`config.mk`:
```
export PLATFORM = sky130hd
export DESIGN_NAME = pipe_ctrl
export DESIGN_NICKNAME = d
export VERILOG_FILES = /design/src/rtl/pipe_ctrl_pkg.sv /design/src/rtl/pipe_ctrl_hazard_detect.sv /design/src/rtl/pipe_ctrl.sv
export SDC_FILE = /design/constraint.sdc
export NUM_CORES = 1
export LEC_CHECK = 0
export BUFFER_PORTS_ARGS = -buffer_cell sky130_fd_sc_hd__clkbuf_2
export CAP_MARGIN = 10
export CELL_PAD_IN_SITES_DETAIL_PLACEMENT = 0
export CELL_PAD_IN_SITES_GLOBAL_PLACEMENT = 2
export CORE_ASPECT_RATIO = 0.8
export CORE_UTILIZATION = 33
export CTS_CLUSTER_SIZE = 25
export DETAILED_ROUTE_END_ITERATION = 16
export GPL_TIMING_DRIVEN = 0
export HOLD_SLACK_MARGIN = 0.15
export PLACE_DENSITY = 0.93
export REMOVE_ABC_BUFFERS = 1
export SETUP_SLACK_MARGIN = 0.15
export SYNTH_ARGS = -nofsm -noshare
export SYNTH_HDL_FRONTEND = slang
export SYNTH_SLANG_ARGS = --single-unit
```
`constraint.sdc`:
```
create_clock -name CLK -period 3.7 [get_ports CLK]
set_clock_uncertainty 0.2 [all_clocks]
set_input_delay 0.555 -clock CLK [delete_from_list [all_inputs] [get_ports CLK]]
set_output_delay 0.555 -clock CLK [all_outputs]
set_load 0.01 [all_outputs]
```
`src/rtl/pipe_ctrl_pkg.sv`:
```
// pipe_ctrl_pkg: shared state encoding and default sizing for the pipeline controller
package pipe_ctrl_pkg;
   typedef enum logic [1:0] {
      ST_RUN  = 2'd0,
      ST_WAIT = 2'd1,
      ST_ERR  = 2'd2
   } state_t;
   localparam int TIMEOUT_DEF = 64;
   localparam int CNT_W_DEF   = 16;
endpackage

```
`src/rtl/pipe_ctrl_hazard_detect.sv`:
```
// hazard_detect: RAW hazard detection in ID, load-use only when forwarding is present
module hazard_detect (
   input  logic       fwd_en,
   input  logic [3:0] id_src1,
   input  logic [3:0] id_src2,
   input  logic       id_src1_v,
   input  logic       id_two_src,
   input  logic [3:0] exe_dest,
   input  logic [3:0] mem_dest,
   input  logic       exe_wb_en,
   input  logic       exe_mem_r_en,
   input  logic       mem_wb_en,
   output logic       hazard
);
   logic exe_match, mem_match;
   // with forwarding only a load in EXE stalls; without it any pending write in EXE or MEM does
   always_comb begin
      exe_match = (id_src1_v && exe_dest == id_src1) || (id_two_src && exe_dest == id_src2);
      mem_match = (id_src1_v && mem_dest == id_src1) || (id_two_src && mem_dest == id_src2);
      hazard    = fwd_en ? (exe_mem_r_en && exe_match)
                         : ((exe_wb_en && exe_match) || (mem_wb_en && mem_match));
   end
endmodule

```
`src/rtl/pipe_ctrl.sv`:
```
// pipe_ctrl: memory-wait FSM, branch/hazard arbitration and load/flush generation for the 5-stage core
module pipe_ctrl
   import pipe_ctrl_pkg::*;
#(
   parameter int TIMEOUT = TIMEOUT_DEF,
   parameter int CNT_W   = CNT_W_DEF
) (
   input  logic             CLK,
   input  logic             RST_N,
   input  logic             fwd_en,
   input  logic [3:0]       id_src1,
   input  logic [3:0]       id_src2,
   input  logic             id_src1_v,
   input  logic             id_two_src,
   input  logic [3:0]       exe_dest,
   input  logic [3:0]       mem_dest,
   input  logic             exe_wb_en,
   input  logic             exe_mem_r_en,
   input  logic             mem_wb_en,
   input  logic             branch_taken,
   input  logic             mem_req,
   input  logic             mem_ready,
   output logic             mem_start,
   output logic             pc_ld,
   output logic             if_id_ld,
   output logic             id_ex_ld,
   output logic             ex_mem_ld,
   output logic             mem_wb_ld,
   output logic             if_id_flush,
   output logic             id_ex_flush,
   output logic             mem_wb_flush,
   output logic             mem_err,
   output logic [CNT_W-1:0] stall_cnt,
   output logic [CNT_W-1:0] flush_cnt
);
   state_t      state, state_nx;
   logic [15:0] wait_cnt;
   logic        mem_stall, start_raw, hazard;

   hazard_detect u_hazard (
      .fwd_en       (fwd_en),
      .id_src1      (id_src1),
      .id_src2      (id_src2),
      .id_src1_v    (id_src1_v),
      .id_two_src   (id_two_src),
      .exe_dest     (exe_dest),
      .mem_dest     (mem_dest),
      .exe_wb_en    (exe_wb_en),
      .exe_mem_r_en (exe_mem_r_en),
      .mem_wb_en    (mem_wb_en),
      .hazard       (hazard)
   );

   assign mem_err = (state == ST_ERR);

   // memory handshake: start access in RUN, hold stall until ready, give up after TIMEOUT wait cycles
   always_comb begin
      state_nx  = state;
      mem_stall = 1'b0;
      start_raw = 1'b0;
      case (state)
         ST_RUN: begin
            if (mem_req) begin
               start_raw = 1'b1;
               mem_stall = 1'b1;
               state_nx  = ST_WAIT;
            end
         end
         ST_WAIT: begin
            if (mem_ready) state_nx = ST_RUN;
            else begin
               mem_stall = 1'b1;
               if (wait_cnt == 16'(TIMEOUT - 1)) state_nx = ST_ERR;
            end
         end
         default: mem_stall = 1'b1;
      endcase
   end

   // priority mux: memory stall over taken branch over data hazard; everything held low in reset
   always_comb begin
      pc_ld        = 1'b1;
      if_id_ld     = 1'b1;
      id_ex_ld     = 1'b1;
      ex_mem_ld    = 1'b1;
      mem_wb_ld    = 1'b1;
      if_id_flush  = 1'b0;
      id_ex_flush  = 1'b0;
      mem_wb_flush = 1'b0;
      mem_start    = start_raw;
      if (mem_stall) begin
         pc_ld        = 1'b0;
         if_id_ld     = 1'b0;
         id_ex_ld     = 1'b0;
         ex_mem_ld    = 1'b0;
         mem_wb_flush = 1'b1;
      end else if (branch_taken) begin
         if_id_flush = 1'b1;
         id_ex_flush = 1'b1;
      end else if (hazard) begin
         pc_ld       = 1'b0;
         if_id_ld    = 1'b0;
         id_ex_flush = 1'b1;
      end
      if (!RST_N) begin
         pc_ld        = 1'b0;
         if_id_ld     = 1'b0;
         id_ex_ld     = 1'b0;
         ex_mem_ld    = 1'b0;
         mem_wb_ld    = 1'b0;
         if_id_flush  = 1'b0;
         id_ex_flush  = 1'b0;
         mem_wb_flush = 1'b0;
         mem_start    = 1'b0;
      end
   end

   // state, wait counter (restarts on every entry to WAIT) and saturating performance counters
   always_ff @(posedge CLK) begin
      if (!RST_N) begin
         state     <= ST_RUN;
         wait_cnt  <= '0;
         stall_cnt <= '0;
         flush_cnt <= '0;
      end else begin
         state    <= state_nx;
         wait_cnt <= (state == ST_WAIT) ? wait_cnt + 16'd1 : '0;
         if (!pc_ld && stall_cnt != '1) stall_cnt <= stall_cnt + 1'b1;
         if (if_id_flush && flush_cnt != '1) flush_cnt <= flush_cnt + 1'b1;
      end
   end
endmodule

```
==> results.py <==
metrics = {
    "setup_path": {
        "setup.worst_path.class": "in -> out",
        "path_depth": 5,
        "slowest_stage": "clkbuf_2",
        "required_ps": 2940,
        "r2r_end": "stall_cnt[6]",
        "rr_startpoint": "stall_cnt[3]",
        "crit_path_end_kind": "primary output",
        "cp_top_family": "buffers and inverters",
        "crit_path_frequent_cell": "clkbuf_2",
        "reg2reg_depth": 6,
        "regToRegSetupSlack_ps": 1200,
        "crit_path_start_kind": "primary input",
        "cp_max_fo": 26,
        "slowest_delay_ps": 400,
        "critPathArrivalTime_ps": 1880,
        "path_buf_inv": 3,
        "crit_chain": "clkbuf_2 > and2b_1 > nand4_2 > inv_1 > clkbuf_2",
    },
    "floorplanning": {
        "die_y_um": 82.3,
        "die_area_sq_um": 8420,
        "fp.coreArea_sq_um": 7600,
        "rows": 28,
        "dieWidth_um": 102,
        "io_pins": 69,
        "initial_core_util_pct": 35.0,
    },
    "logic_synthesis": {
        "ys.flop_type": "dfxtp_1",
        "ys_types": 41,
        "synth_largest_area_cell": "dfxtp_1",
        "synthTopCellsByCount": "dfxtp_1, nor2_1, nand2_1",
        "avgSynthCellArea_sq_um": 8.33,
        "async_flop_share_pct": 0,
        "yosysSeqAreaShare_pct": 37.6,
        "synth.top_cell.area_share_pct": 37.6,
        "ys_warn_count": 0,
        "synth_cells": 319,
        "yosys_register_bits": 50,
        "synth_area_leaders": "dfxtp_1, xor2_1, nor2_1",
        "yosysMostFrequentCell": "dfxtp_1",
        "synth_edf_count": 0,
        "syn-cell-area_sq_um": 2660,
    },
    "min_path": {
        "hold_start": "wait_cnt[0]",
        "hold_path_depth": 1,
        "hp-class": "reg -> reg",
        "worstHoldEndpoint": "wait_cnt[0]",
    },
    "pwr": {
        "totalPowerFinal_uw": 979,
        "leakagePower_nw": 1.25,
        "p_per_area_nw_per_um2": 312,
        "irDropWorstVdd_mv": 0.162,
    },
    "grt": {
        "grt_pass1_wl_um": 9450,
        "grt_max_degree": 27,
        "track_usage_pct": 14.2,
        "overflow": 0,
        "grt_pass1_vias": 2018,
        "antenna_found_initial": 0,
    },
    "sta": {
        "fmax_mhz": 380,
        "tightest_slew_ps": 840,
        "fin_tns_setup_ps": 0,
        "period_share_pct": 71.2,
        "rsz0062_at_grt": "no",
        "setup_violations": 0,
        "whs_ps": 265,
        "maxSlewHeadroom_pct": 44.0,
        "final_max_slew_viol_count": 0,
        "hold_viol_final": 0,
        "min_period_ps": 2630,
    },
    "placement": {
        "gp_congestion": 0.731,
        "portBuffers": 68,
        "hpwlAfterDp_um": 4260,
    },
    "clock_tree": {
        "cts-buffers-inserted": 5,
        "clk_pin_slew_worst_paths_ps": 90,
        "clock_path_buffers": 2,
        "cts_root_buf": "clkbuf_8",
        "cts_tree": "yes",
        "clkLatencyLatePin_ps": 310,
        "clock-sinks": 50,
        "hold_buffers": 0,
        "h-tree-depth": 2,
        "cts_resized": 0,
        "cts_setup_buffers": 0,
    },
    "finish": {
        "area_growth_pct": 18.1,
        "n_antenna_cell": 0,
        "nets": 411,
        "drive_gt1_share_pct": 22.3,
    },
    "detailed_routing": {
        "first_pass_iters": 5,
        "routed_wirelength_um": 5740,
        "vias": 2360,
        "drc": 0,
        "ant_nets": 0,
        "wl_per_cell_um": 11.8,
        "drt-initial-drc-count": 124,
        "via_per_inst": 4.85,
    },
    "flow_run": {
        "cap_violations": 0,
    },
    "status": {
        "status": "finished clean",
    },
}
-- worst register-to-register path, stage by stage (launching register included) --
cell and delay [ps]:
dfxtp_1 410, and3_1 220, and3_1 310, nand3_2 210, o21ai_2 720, or4_1 220
a21oi_1 60
-- report_power, final --
| group | total (mW) | internal, mW | switching [mW] |
|---|---|---|---|
| sequential | 0.552 | 0.544 | 0.00780 |
| clock | 0.320 | 0.133 | 0.187 |
| combinational | 0.107 | 0.0421 | 0.0644 |
-- layer usage --
metal  up-vias  part of all wire (%)  global-route usage [%]
met2        63                    41                    22.9
met5         -                     0                       0
met1      1052                    52                    19.1
met4         0                  0.82                    4.29
met3         4                   5.5                    3.20
li1       1241                     -                       -
-- area by class of cell --
| type | instances | area (sq um) |
|---|---|---|
| clock inverter | 3 | 21.3 |
| fill | 804 | 4460 |
| sequential | 50 | 1000 |
| timing repair buffer | 68 | 340 |
| inverter | 6 | 22.5 |
| multi-input combinational | 250 | 1560 |
| clock buffer | 5 | 68.8 |
| tap | 105 | 131 |
-- logic make-up after synthesis --
family / after synthesis / share of synthesized area (%)
AND/OR/NAND/NOR: 166 / 33.1
flip-flops: 50 / 37.6
XOR/XNOR: 39 / 12.8
AO/OA/AOI/OAI: 33 / 7.72
buffers and inverters: 19 / 3.86
multiplexers: 9 / 3.44
adder cells (fa/ha/maj): 3 / 1.41
-- how the worst max path moves through the flow --
stage | startpoint | endpoint | slack, ps
2_1_floorplan | fwd_en | if_id_ld | 1270
3_3_place_gp | RST_N | flush_cnt[11] | 800
3_5_place_dp | RST_N | flush_cnt[11] | 780
4_1_cts | RST_N | mem_wb_flush | 1050
5_1_grt | RST_N | mem_wb_flush | 900
6_report | RST_N | if_id_flush | 1070
-- sequential cells by signal, summed over array words and instances (netlist names) --
| register | flops |
|---|---|
| flush_cnt | 16 |
| stall_cnt | 16 |
| state | 2 |
| wait_cnt | 16 |
-- cells in the final DEF (no fill, tap or decap), types with 2 or more instances in the layout --
cell	n
a21oi_1	11
and3_1	13
clkbuf_2	68
clkbuf_8	5
dfxtp_1	50
ha_1	3
inv_1	6
mux2i_1	8
nand2_1	28
nand2b_1	11
nand3_1	24
nand3_2	2
nand4_1	7
nor2_1	41
nor2b_1	5
nor3_1	10
nor3b_1	2
nor4_1	6
nor4_2	2
o21ai_0	8
o21ai_2	2
o31ai_1	6
o41ai_1	2
or3_1	3
or4_1	5
xnor2_1	16
xor2_1	23
-- per-stage QoR --
stage          utilization (%)  area (sq um)  setup slack, ps  instances
3_5_place_dp              40.1          3050              781        479
3_3_place_gp              40.1          3050              795        479
4_1_cts                   41.3          3140             1050        487
6_report                  41.3          3140             1070        487
5_1_grt                   41.3          3140              901        487
2_1_floorplan                -          2580             1270        306
(Power assumes the default switching activity.)
